`config.mk`:
```
export PLATFORM = sky130hd
export DESIGN_NAME = dac_playback_ctrl
export DESIGN_NICKNAME = d
export VERILOG_FILES = /design/src/rtl/dac_playback_ctrl.sv
export SDC_FILE = /design/constraint.sdc
export NUM_CORES = 1
export LEC_CHECK = 0
export CAP_MARGIN = 25
export CELL_PAD_IN_SITES_DETAIL_PLACEMENT = 0
export CELL_PAD_IN_SITES_GLOBAL_PLACEMENT = 1
export CORE_UTILIZATION = 40
export DETAILED_ROUTE_END_ITERATION = 10
export HOLD_SLACK_MARGIN = 0.15
export PLACE_DENSITY = 0.95
export SETUP_SLACK_MARGIN = 0.15
export SLEW_MARGIN = 0
export SYNTH_ARGS = -nofsm -noshare
export SYNTH_HDL_FRONTEND = slang
export SYNTH_SLANG_ARGS = --single-unit
```
`constraint.sdc`:
```
create_clock -name i_sys_clk -period 4.9 [get_ports i_sys_clk]
set_clock_uncertainty 0.1 [all_clocks]
set_input_delay 0.735 -clock i_sys_clk [delete_from_list [all_inputs] [get_ports i_sys_clk]]
set_output_delay 0.735 -clock i_sys_clk [all_outputs]
set_load 0.1 [all_outputs]
```
`src/rtl/dac_playback_ctrl.sv`:
```
// Paced read-strobe generator for the DAC sample FIFO, with prefill gating, starvation mute and stats.
// Latency: first read one clock after STREAM entry, then one read every i_rate_div+1 clocks.
// Backpressure: FIFO level is the only throttle; an empty FIFO at a decision point mutes and re-buffers.
module dac_playback_ctrl #(
    parameter int LEVEL_W = 16,
    parameter int RATE_W  = 16,
    parameter int CNT_W   = 32
) (
    input  logic               i_sys_clk,
    input  logic               i_sys_rst,
    input  logic               i_enable,
    input  logic [RATE_W-1:0]  i_rate_div,
    input  logic [LEVEL_W-1:0] i_prefill_level,
    input  logic [LEVEL_W-1:0] i_fifo_level,
    input  logic               i_clear_stats,
    output logic               o_dac_data_rd,
    output logic               o_dac_mute,
    output logic [1:0]         o_state,
    output logic               o_starve,
    output logic [15:0]        o_starve_cnt,
    output logic [CNT_W-1:0]   o_sample_cnt
);

    typedef enum logic [1:0] {
        ST_IDLE    = 2'd0,
        ST_PREFILL = 2'd1,
        ST_STREAM  = 2'd2
    } state_t;

    state_t             r_state;
    state_t             w_state_nxt;
    logic [RATE_W-1:0]  r_rate_cnt;
    logic [RATE_W-1:0]  w_rate_cnt_nxt;
    logic               r_rd;
    logic               w_rd_nxt;
    logic               r_mute;
    logic               r_starve;
    logic               w_starve_nxt;
    logic [15:0]        r_starve_cnt;
    logic [CNT_W-1:0]   r_sample_cnt;
    logic [LEVEL_W-1:0] w_prefill_thr;
    logic [LEVEL_W-1:0] w_rd_pending;
    logic               w_has_data;

    // A zero threshold would let an empty FIFO start streaming, so it is floored at one word.
    assign w_prefill_thr = (i_prefill_level == '0) ? LEVEL_W'(1) : i_prefill_level;

    // The level lags our own strobe by a cycle; a read in flight this cycle is subtracted
    // so back-to-back reads never ask for a word that is not there.
    assign w_rd_pending = {{(LEVEL_W-1){1'b0}}, r_rd};
    assign w_has_data   = (i_fifo_level > w_rd_pending);

    // Next-state, rate counter and strobe decisions; disable overrides everything.
    always_comb begin
        w_state_nxt    = r_state;
        w_rate_cnt_nxt = r_rate_cnt;
        w_rd_nxt       = 1'b0;
        w_starve_nxt   = 1'b0;
        if (!i_enable) begin
            w_state_nxt    = ST_IDLE;
            w_rate_cnt_nxt = '0;
        end else begin
            case (r_state)
                ST_IDLE: begin
                    w_state_nxt = ST_PREFILL;
                end
                ST_PREFILL: begin
                    if (i_fifo_level >= w_prefill_thr) begin
                        w_state_nxt    = ST_STREAM;
                        w_rate_cnt_nxt = '0;
                    end
                end
                ST_STREAM: begin
                    if (r_rate_cnt == '0) begin
                        if (w_has_data) begin
                            w_rd_nxt       = 1'b1;
                            w_rate_cnt_nxt = i_rate_div;
                        end else begin
                            w_state_nxt    = ST_PREFILL;
                            w_starve_nxt   = 1'b1;
                        end
                    end else begin
                        w_rate_cnt_nxt = r_rate_cnt - RATE_W'(1);
                    end
                end
                default: begin
                    w_state_nxt    = ST_IDLE;
                    w_rate_cnt_nxt = '0;
                end
            endcase
        end
    end

    // Control registers; mute tracks the next state so it drops together with STREAM entry.
    always_ff @(posedge i_sys_clk or posedge i_sys_rst) begin
        if (i_sys_rst) begin
            r_state    <= ST_IDLE;
            r_rate_cnt <= '0;
            r_rd       <= 1'b0;
            r_mute     <= 1'b1;
            r_starve   <= 1'b0;
        end else begin
            r_state    <= w_state_nxt;
            r_rate_cnt <= w_rate_cnt_nxt;
            r_rd       <= w_rd_nxt;
            r_mute     <= (w_state_nxt != ST_STREAM);
            r_starve   <= w_starve_nxt;
        end
    end

    // Statistics: clear wins over a same-cycle increment; starvation count saturates.
    always_ff @(posedge i_sys_clk or posedge i_sys_rst) begin
        if (i_sys_rst) begin
            r_starve_cnt <= '0;
            r_sample_cnt <= '0;
        end else if (i_clear_stats) begin
            r_starve_cnt <= '0;
            r_sample_cnt <= '0;
        end else begin
            if (w_starve_nxt && (r_starve_cnt != 16'hFFFF)) begin
                r_starve_cnt <= r_starve_cnt + 16'd1;
            end
            if (r_rd) begin
                r_sample_cnt <= r_sample_cnt + CNT_W'(1);
            end
        end
    end

    assign o_dac_data_rd = r_rd;
    assign o_dac_mute    = r_mute;
    assign o_state       = r_state;
    assign o_starve      = r_starve;
    assign o_starve_cnt  = r_starve_cnt;
    assign o_sample_cnt  = r_sample_cnt;

endmodule

```
==> metrics.csv <==
metric,value,unit
Yosys top cell by area,dfrtp_1,
CP peak stage delay,0.57,ns
# fillers,939,
DR pass1 iterations,4,
Mapped Cells,471,
core box area,10280,um^2
"most used cell, CP",buf_4,
post-synth net total,544,
slowest CP cell,or4_4,
Root Buffer Master,clkbuf_8,
synth unique cells,53,
Die ar.,10940,um^2
drt wl/cell,15.15,um
synthesis-stage register bit count,69,
RSZ-0062 raised after global routing,false,
mux contribution to synthesized area,1.277,%
"FFs w/ async S/R, synth",100.0,%
H-tree depth,3,
post-CTS setup buffers,0,
largest family of logic cells by synthesized area,simple AND/OR/NAND/NOR gates,
Via-to-Cell Ratio,5.491,
Synth top area share,40.40,%
CTS Buf Count,9,
xor/xnor share of the synthesized area,7.695,%
Area contributors post-synth,"dfrtp_1 40%, ha_1 6.2%, xor2_1 4.8%",
leakage,2.348,nW
Final Hold Fails,0,
Synth Area in Simple Gates,24.72,%
"delay-heaviest family, CP",simple AND/OR/NAND/NOR gates,
crit path capture type,register,
hpwl dp,7932,um
P&R area growth vs syn,33.27,%
status,"finished, final reports clean",
Mapped Area,4212,um^2
Final Critical Period,3.332,ns
Die W,104.6,um
Post-Route Setup TNS,0,ns
vias in the first global route,3835,
fin crit share,67.99,%
Worst slew margin,31.86,%
total I/O pin count,105,
Worst R2R Setup Slack,1.57,ns
hold depth,1,
post-layout worst setup margin,1.568,ns
Clock transition at path regs,0.08,ns
total grt overflow,0,
CTS resizes,0,
Vias,3926,
Crit. Startpoint,r_rate_cnt[9],
Total GRT Usage,20.66,%
die height,104.6,um
CTS Sinks,69,
Initial Utilization,40.98,%
most frequent cells in the layout,"104 x clkdlybuf4s50_1, 68 x dfrtp_1, 49 x nor2_1",
Max Cap Viol,0,
FF-to-FF Start,r_rate_cnt[9],
Buf/Inv on CP,2,
RePlAce Congestion,0.8317,
DRC,0,
initial antenna violation count,0,
largest net degree at the start of global routing,45,
first-pass GRT wire length,18290,um
count of nets after finishing,647,
placed inst area,5385,um^2
min-delay src,r_rate_cnt[12],
Ys Warns,0,
CP Data Required Time,5.03,ns
Place WS,1.262,ns
share of cells above drive strength 1,6.736,%
r2r endpoint,r_rate_cnt[3],
# diodes,0,
"most common cell after layout, fill and taps aside",clkdlybuf4s50_1,
Hold Crit Class,register to register,
Clock Tree Buf Depth,2,
1st-iter DRT viols,202,
maximum VDD drop,205.4,uV
compound-gate portion of the synthesized area,14.50,%
WS Path Type,register to register,
cts hold-fix bufs,0,
WHS Endpoint,r_rate_cnt[12],
Final Slew Violations,0,
adder-cell share of the synthesized area,6.239,%
CP max FO,21,
CTS tree,yes,
Setup Viol. Count Final,0,
I/O Buffers,104,
Final Instance Area,5613,um^2
startpoint class of the critical path,register,
pwr dens,280.8,nW/um^2
row count,37,
Max Fclk,300.1,MHz
post-synthesis sequential area ratio,41.03,%
post-detailed-route count of antenna-violating nets,0,
Post-synth top flop,dfrtp_1,
total detailed-routing wirelength,10830,um
CP Cell Sequence,"or4_4, or3_1, nor2_1, buf_4, nand3_1, o21ai_1, buf_4, mux2_2",
worst slew pin tran,1.019,ns
Critical Path AT,3.46,ns
Avg Inst Size Synth,8.942,um^2
number of flops mapped to enable cells by yosys,0,
Worst R2R Path Depth,8,
Worst-Skew Late Latency,0.35,ns
-- cell families (layout without fill, tap and decap cells) --
family	count (synthesis)	count (layout)
adder cells (fa/ha/maj)	21	21
multiplexers	5	5
AND/OR/NAND/NOR	198	198
XOR/XNOR	37	37
AO/OA/AOI/OAI	94	94
flip-flops	69	69
buffers and inverters	47	155
-- flip-flops by register name (all words and copies together) (netlist names) --
register,cells
r_rate_cnt,16
o_dac_mute,1
o_state,2
o_starve_cnt,16
o_dac_data_rd,1
o_starve,1
o_sample_cnt,32
-- synthesized netlist by cell type, drive strengths merged, types with 2 or more instances --
library cell,n
buf,3
nor3b,2
nor2b,5
nand4,8
o31ai,2
nor4b,2
nor4,12
dfrtp,68
nor2,49
nand3,30
clkbuf,15
and2,2
or4,4
o221ai,4
o2111ai,2
a31oi,6
o21ai,24
ha,21
a2bb2oi,2
or3,16
and3,5
mux2,3
nand2,31
inv,29
xnor2,14
mux2i,2
o2bb2ai,6
a21oi,26
a211oi,2
xor2,23
and4,6
o211ai,8
a22o,4
nor3,17
or2,7
-- layout make-up --
| cell class | count | area [um^2] | share of cell area [%] |
|---|---|---|---|
| clock inverter | 7 | 103.9 | 1.850 |
| multi-input combinational | 355 | 2292 | 40.84 |
| timing repair buffer | 110 | 1086 | 19.35 |
| tap | 136 | 170.2 | 3.032 |
| inverter | 29 | 108.9 | 1.939 |
| sequential | 69 | 1728 | 30.78 |
| clock buffer | 9 | 123.9 | 2.207 |
-- how the worst max path moves through the flow --
stage	slack (ns)	cells past startpoint	endpoint
2_1_floorplan	1.89	7	o_starve_cnt[15]
3_5_place_dp	1.26	7	o_starve_cnt[11]
5_1_grt	1.37	7	o_starve_cnt[13]
3_3_place_gp	1.36	7	o_starve_cnt[15]
4_1_cts	1.60	8	r_rate_cnt[3]
6_report	1.57	8	r_rate_cnt[3]
-- power by group --
part	switching, mW	internal, mW	total (mW)
Sequential	0.0166	0.584	0.600
Clock	0.246	0.295	0.541
Combinational	0.260	0.174	0.434
Total	0.523	1.05	1.58
-- stage by stage --
stage,cells,util [%],total power [mW],hold WS [ns]
2_1_floorplan,471,-,0.9242,0.3497
3_3_place_gp,699,52.40,1.032,0.3637
3_5_place_dp,699,52.40,1.038,0.3832
4_1_cts,715,54.61,1.583,0.4021
5_1_grt,715,54.61,1.660,0.4085
6_report,715,54.61,1.576,0.4030
-- per-layer routing --
layer	vias up	track usage, %	share of wire (%)
li1	1908	-	-
met1	1906	25.99	44
met2	95	35.95	50
met3	17	4.180	4.1
met4	0	5.734	1.3
met5	-	0	0
(Power assumes the default switching activity.)
